$ cat src/rtl/demux_pkg.sv
// Shared types and helpers for the 1-to-4 stream dispatch controller.
package demux_pkg;

    localparam int NCH  = 4;
    localparam int SELW = 2;

    typedef enum logic {
        EMPTY = 1'b0,
        FULL  = 1'b1
    } dispatch_state_t;

    function automatic logic [NCH-1:0] onehot4(input logic [SELW-1:0] sel);
        logic [NCH-1:0] v;
        v      = '0;
        v[sel] = 1'b1;
        return v;
    endfunction

endpackage

$ cat src/rtl/demux_dispatch_ctrl_if.sv
// Stream bus between one producer, the dispatch controller and four sinks.
interface demux_dispatch_ctrl_if
    import demux_pkg::*;
#(
    parameter int DW   = 8,
    parameter int CNTW = 8
);
    logic            mode;
    logic [SELW-1:0] in_sel;
    logic [DW-1:0]   in_data;
    logic            in_valid;
    logic            in_ready;
    logic [DW-1:0]   out_data;
    logic [NCH-1:0]  out_valid;
    logic [NCH-1:0]  out_ready;
    logic [SELW-1:0] rr_ptr;
    logic [CNTW-1:0] xfer_cnt;

    modport master (
        output mode, in_sel, in_data, in_valid, out_ready,
        input  in_ready, out_data, out_valid, rr_ptr, xfer_cnt
    );

    modport slave (
        input  mode, in_sel, in_data, in_valid, out_ready,
        output in_ready, out_data, out_valid, rr_ptr, xfer_cnt
    );
endinterface

$ cat src/rtl/rr_ptr4.sv
// Two-bit round-robin channel pointer; wraps 3 -> 0 on each enabled step.
module rr_ptr4
    import demux_pkg::*;
(
    input  logic            clk,
    input  logic            rst,
    input  logic            inc,
    output logic [SELW-1:0] ptr
);
    logic [SELW-1:0] ptr_q, ptr_d;

    always_comb begin
        ptr_d = inc ? ptr_q + SELW'(1) : ptr_q;
    end

    always_ff @(posedge clk or posedge rst) begin
        if (rst) ptr_q <= '0;
        else     ptr_q <= ptr_d;
    end

    assign ptr = ptr_q;
endmodule

$ cat src/rtl/demux_dispatch_ctrl.sv
// One-entry buffered 1-to-4 stream demultiplexer, steered or round-robin,
// with pass-through refill so a ready sink sustains one word per cycle.
module demux_dispatch_ctrl
    import demux_pkg::*;
#(
    parameter int DW   = 8,
    parameter int CNTW = 8
) (
    input logic                  clk,
    input logic                  rst,
    demux_dispatch_ctrl_if.slave bus
);
    dispatch_state_t state_q, state_d;
    logic [DW-1:0]   data_q, data_d;
    logic [SELW-1:0] tgt_q, tgt_d;
    logic [NCH-1:0]  valid_q, valid_d;
    logic [CNTW-1:0] cnt_q, cnt_d;

    logic [SELW-1:0] rr_ptr;
    logic [SELW-1:0] next_tgt;
    logic            in_ready;
    logic            accept;
    logic            xfer;

    rr_ptr4 u_rr_ptr (
        .clk (clk),
        .rst (rst),
        .inc (accept & bus.mode),
        .ptr (rr_ptr)
    );

    // Refill is allowed in the same cycle the held word leaves.
    assign in_ready = ~rst & ((state_q == EMPTY) | bus.out_ready[tgt_q]);
    assign accept   = bus.in_valid & in_ready;
    assign xfer     = valid_q[tgt_q] & bus.out_ready[tgt_q];
    assign next_tgt = bus.mode ? rr_ptr : bus.in_sel;

    always_comb begin
        state_d = state_q;
        data_d  = data_q;
        tgt_d   = tgt_q;
        valid_d = valid_q;
        cnt_d   = xfer ? cnt_q + CNTW'(1) : cnt_q;
        if (xfer) begin
            state_d = EMPTY;
            valid_d = '0;
        end
        if (accept) begin
            state_d = FULL;
            data_d  = bus.in_data;
            tgt_d   = next_tgt;
            valid_d = onehot4(next_tgt);
        end
    end

    always_ff @(posedge clk or posedge rst) begin
        if (rst) begin
            state_q <= EMPTY;
            data_q  <= '0;
            tgt_q   <= '0;
            valid_q <= '0;
            cnt_q   <= '0;
        end else begin
            state_q <= state_d;
            data_q  <= data_d;
            tgt_q   <= tgt_d;
            valid_q <= valid_d;
            cnt_q   <= cnt_d;
        end
    end

    assign bus.in_ready  = in_ready;
    assign bus.out_data  = data_q;
    assign bus.out_valid = valid_q;
    assign bus.rr_ptr    = rr_ptr;
    assign bus.xfer_cnt  = cnt_q;
endmodule

$ cat src/flat_wrapper.sv
// flat-port wrapper written by rule: the top's interface ports become plain ports
module demux_dispatch_ctrl_flat import demux_pkg::*;
#(
    parameter int DW   = 8,
    parameter int CNTW = 8
)
  (clk, rst, bus_mode, bus_in_sel, bus_in_data, bus_in_valid, bus_out_ready, bus_in_ready, bus_out_data, bus_out_valid, bus_rr_ptr, bus_xfer_cnt);
  demux_dispatch_ctrl_if #(.DW(DW), .CNTW(CNTW)) bus_i ();
  input logic clk;
  input logic rst;
  input wire logic [$bits(bus_i.mode)-1:0] bus_mode;
  input wire logic [$bits(bus_i.in_sel)-1:0] bus_in_sel;
  input wire logic [$bits(bus_i.in_data)-1:0] bus_in_data;
  input wire logic [$bits(bus_i.in_valid)-1:0] bus_in_valid;
  input wire logic [$bits(bus_i.out_ready)-1:0] bus_out_ready;
  output wire logic [$bits(bus_i.in_ready)-1:0] bus_in_ready;
  output wire logic [$bits(bus_i.out_data)-1:0] bus_out_data;
  output wire logic [$bits(bus_i.out_valid)-1:0] bus_out_valid;
  output wire logic [$bits(bus_i.rr_ptr)-1:0] bus_rr_ptr;
  output wire logic [$bits(bus_i.xfer_cnt)-1:0] bus_xfer_cnt;
  assign bus_i.mode = bus_mode;
  assign bus_i.in_sel = bus_in_sel;
  assign bus_i.in_data = bus_in_data;
  assign bus_i.in_valid = bus_in_valid;
  assign bus_i.out_ready = bus_out_ready;
  assign bus_in_ready = bus_i.in_ready;
  assign bus_out_data = bus_i.out_data;
  assign bus_out_valid = bus_i.out_valid;
  assign bus_rr_ptr = bus_i.rr_ptr;
  assign bus_xfer_cnt = bus_i.xfer_cnt;
  demux_dispatch_ctrl #(.DW(DW), .CNTW(CNTW)) u_core (.clk(clk), .rst(rst), .bus(bus_i));
endmodule
$ cat config.mk
export PLATFORM = sky130hd
export DESIGN_NAME = demux_dispatch_ctrl_flat
export DESIGN_NICKNAME = d
export VERILOG_FILES = /design/src/rtl/demux_pkg.sv /design/src/rtl/demux_dispatch_ctrl_if.sv /design/src/rtl/rr_ptr4.sv /design/src/rtl/demux_dispatch_ctrl.sv /design/src/flat_wrapper.sv
export SDC_FILE = /design/constraint.sdc
export NUM_CORES = 1
export LEC_CHECK = 0
export CORE_UTILIZATION = 39
export DETAILED_ROUTE_END_ITERATION = 10
export PLACE_DENSITY = 0.8
export SLEW_MARGIN = 20
export SYNTH_ARGS = -nofsm -noshare
export SYNTH_HDL_FRONTEND = slang
export SYNTH_SLANG_ARGS = --single-unit
$ cat constraint.sdc
create_clock -name clk -period 1.75 [get_ports clk]
set_clock_uncertainty 0.15 [all_clocks]
set_input_delay 0.525 -clock clk [delete_from_list [all_inputs] [get_ports clk]]
set_output_delay 0.525 -clock clk [all_outputs]
set_load 0.02 [all_outputs]
==> impl_metrics.yaml, run 1 <==
power:
  p_int_mw: 1.70
  p_sw_frac: 0.397
  seq_power_share: 0.342
  p_sw_mw: 1.12
  clkPwrFrac: 0.098
  peakVddDrop_v: 0.00111
  leakage_nw: 0.912
  power_density_nw_per_um2: 1540
  power_frac_comb: 0.560
logic_synthesis:
  avgSynthCellArea_um2: 12.1
  ys_ff_latch: 25
  synth_common_cells: "25 x dfrtp_1, 12 x nand2_1, 7 x nand3_1, 7 x nor2_1, 7 x xor2_1"
  ys_seq_area_frac: 0.551
  netlist_area_um2: 1130
  netlist.area_leader.share: 0.551
  yosys_warnings: 0
  dominantRegCellSynth: "dfrtp_1"
  yosysUniqueCellTypes: 22
  synth_cells: 94
  async_reset_ff_frac: 1.00
  syn_nets: 113
  synth_edf_count: 0
  yosysMostFrequentCell: "dfrtp_1"
  synthTopCellsByArea: "dfrtp_1 55%, mux2_4 6.6%, xor2_1 5.4%, mux2_2 4.0%, mux4_2 4.0%"
  synth.largest_area_cell: "dfrtp_1"
timing:
  rsz0062_at_grt: "yes"
  fin_crit_ns: 2.24
  fmax_mhz: 447
  fin_ws_ns: -0.489
  slew_headroom: 0.786
  drv_slew: 0
  finalCritPeriodShare: 1.28
  worstMarginPinSlew_ns: 0.321
  setup_viol: 26
  finalSetupTns_ns: -6.66
  hold_violations: 0
placement:
  portBuffers: 40
  hpwl_um: 1780
  dpl_cell_area_um2: 1700
  dp_slack_ns: -1.04
  routabilityCongestion: 0.790
worst_setup_path:
  worstSetupStartpointType: "register"
  r2r_cells: 5
  rr_endpoint: "u_core.bus.out_data[5]"
  rr_startpoint: "u_core.tgt_q[0]"
  worst_ep_arrival_time_ns: 1.56
  path_delay_family: "multiplexers"
  slowest_delay_ns: 0.53
  critPathCaptureType: "primary output"
  required_ns: 1.07
  ff2ff_setup_slack_ns: -0.31
  startpoint: "u_core.tgt_q[0]"
  path_cells: "mux4_2 -> nor2_2 -> nor2_1 -> buf_4"
  worst_path_max_delay_cell: "mux4_2"
  path_class: "reg -> out"
  critical_path_buf_inv_count: 1
  critPathMaxFanout: 2
floorplan:
  dieArea_um2: 3130
  start_util: 0.412
  core_um2: 2760
  chipWidth_um: 55.9
  row_count: 19
  die_h_um: 55.9
  io_pins: 41
layout:
  drive_above_1_share: 0.401
  syn2layout_area_growth_pct: 61.7
  fill_cells: 212
  antenna_cells: 0
  fin_nets: 182
  postLayoutCoreUtil: 0.666
  stdcell_area_um2: 1840
clocking:
  holdBufCountCts: 0
  cts_htree_levels: 1
  cts_sinks: 25
  path_clk_slew_ns: 0.15
  insertion_delay_ns: 0.33
  numCtsBuffers: 3
  clockRootBuffer: "clkbuf_4"
  cts_tree: "yes"
  cts_buffer_depth: 2
routing:
  wl_per_cell_um: 13.8
  drt_first_pass_iters: 4
  drcViolationCount: 0
  ant_nets: 0
  drt_iter0_drc: 9
  avgViaCountPerCell: 4.97
  wl_um: 2660
  dr_total_vias: 959
hold_path:
  hp-class: "reg -> reg"
  hold_end: "u_core.bus.xfer_cnt[7]"
  holdPathStages: 1
  min_from: "u_core.bus.xfer_cnt[7]"
global_route:
  grt_max_degree: 26
  antenna_found_initial: 0
  grt_pass1_wl_um: 4510
  grt_pass1_vias: 1037
  grt_usage: 0.182
  grt_overflow: 0
outcome:
  status: "complete, but fails checks"
  violations: "setup timing"
flow_run:
  max_cap_viol_count: 0
==> cell usage in the layout (no fill, tap or decap), drive strengths merged, types with 5 or more instances in the layout <==
| cell type | count |
|---|---|
| buf | 29 |
| clkbuf | 14 |
| clkdlybuf4s15 | 10 |
| clkdlybuf4s50 | 13 |
| dfrtp | 25 |
| mux2 | 9 |
| nand2 | 12 |
| nand3 | 7 |
| nor2 | 7 |
| o21ai | 5 |
| xor2 | 7 |
==> cells by family (layout without fill, tap and decap cells) <==
| kind of cell | Yosys count | after routing | synth area share |
|---|---|---|---|
| AOI/OAI and AO/OA | 8 | 8 | 0.0540 |
| DFF | 25 | 25 | 0.551 |
| and+or+nand+nor | 31 | 31 | 0.119 |
| muxes | 12 | 12 | 0.154 |
| buffers and inverters | 8 | 76 | 0.0408 |
| xor gates and xnor gates | 9 | 9 | 0.0695 |
| adders and majority gates | 1 | 1 | 0.0110 |
==> how the worst max path moves through the flow <==
stage / slack (ns) / endpoint / cells past startpoint
after floorplan: -0.24 / u_core.bus.out_data[0] / 4
after global placement: -1.03 / bus_in_ready / 5
after detailed placement: -1.04 / bus_in_ready / 5
after CTS: -0.52 / bus_in_ready / 4
after global routing: -0.56 / bus_in_ready / 4
final: -0.49 / bus_in_ready / 4
==> area by class of cell <==
class | instances | area (um2) | share of cell area
Clock inverter | 1 | 7.51 | 0.00409
Timing Repair Buffer | 67 | 594 | 0.324
Sequential cell | 25 | 626 | 0.341
Clock buffer | 3 | 22.5 | 0.0123
Inverter | 5 | 22.5 | 0.0123
Multi-Input combinational cell | 61 | 524 | 0.286
Tap cell | 31 | 38.8 | 0.0211
==> metal layers <==
metal | up-vias | part of all wire | global-route usage
met5 | - | 0 | 0
met4 | 0 | 0.0071 | 0.0314
met3 | 3 | 0.055 | 0.0349
met2 | 33 | 0.55 | 0.344
met1 | 471 | 0.39 | 0.216
li1 | 452 | - | -
==> worst register-to-register path, delay by kind of cell, from the launching register on <==
family	cells	cell delay, ns
multiplexers	2	0.85
buffers and inverters	2	0.31
flip-flops	1	0.42
AO/OA/AOI/OAI	1	0.24
==> per-stage QoR <==
step	instances	hold slack [ns]	total power, mW
after global routing	193	0.354	2.99
after floorplan	94	0.274	1.73
after global placement	179	0.306	2.44
final	193	0.336	2.82
after CTS	189	0.340	2.74
after detailed placement	179	0.317	2.47
==> flip-flops by register name, indices dropped and copies added, names as in the netlist <==
name	cells
u_core.state_q	1
u_core.bus.xfer_cnt	8
u_core.u_rr_ptr.ptr	2
u_core.bus.out_data	8
u_core.tgt_q	2
u_core.bus.out_valid	4
==> power by group through the flow <==
stage / Sequential, mW / Clock (mW) / Combinational (mW)
after floorplan: 1.24 / 0 / 0.494
after global routing: 0.994 / 0.303 / 1.69
after CTS: 0.962 / 0.283 / 1.49
final: 0.965 / 0.276 / 1.58
after detailed placement: 0.982 / 0 / 1.49
after global placement: 0.973 / 0 / 1.47
==> what timing repair did <==
action / in CTS / in global routing
gates cloned: 1 / 0
pin swaps: 7 / 8
endpoints found under the setup margin: 48 / 47
gates resized for setup: 52 / 35
setup buffers: 5 / 4
Power figures use the tool's default switching activity.
==> inputs of run 2 (changes only) <==
--- a/config.mk
+++ b/config.mk
@@ -5,6 +5,7 @@
 export SDC_FILE = /design/constraint.sdc
 export NUM_CORES = 1
 export LEC_CHECK = 0
+export CAP_MARGIN = 20
 export CORE_UTILIZATION = 39
 export DETAILED_ROUTE_END_ITERATION = 10
 export PLACE_DENSITY = 0.8
==> results of run 2 <==
No change in the layout: final DEF, timing and power equal those of run 1.
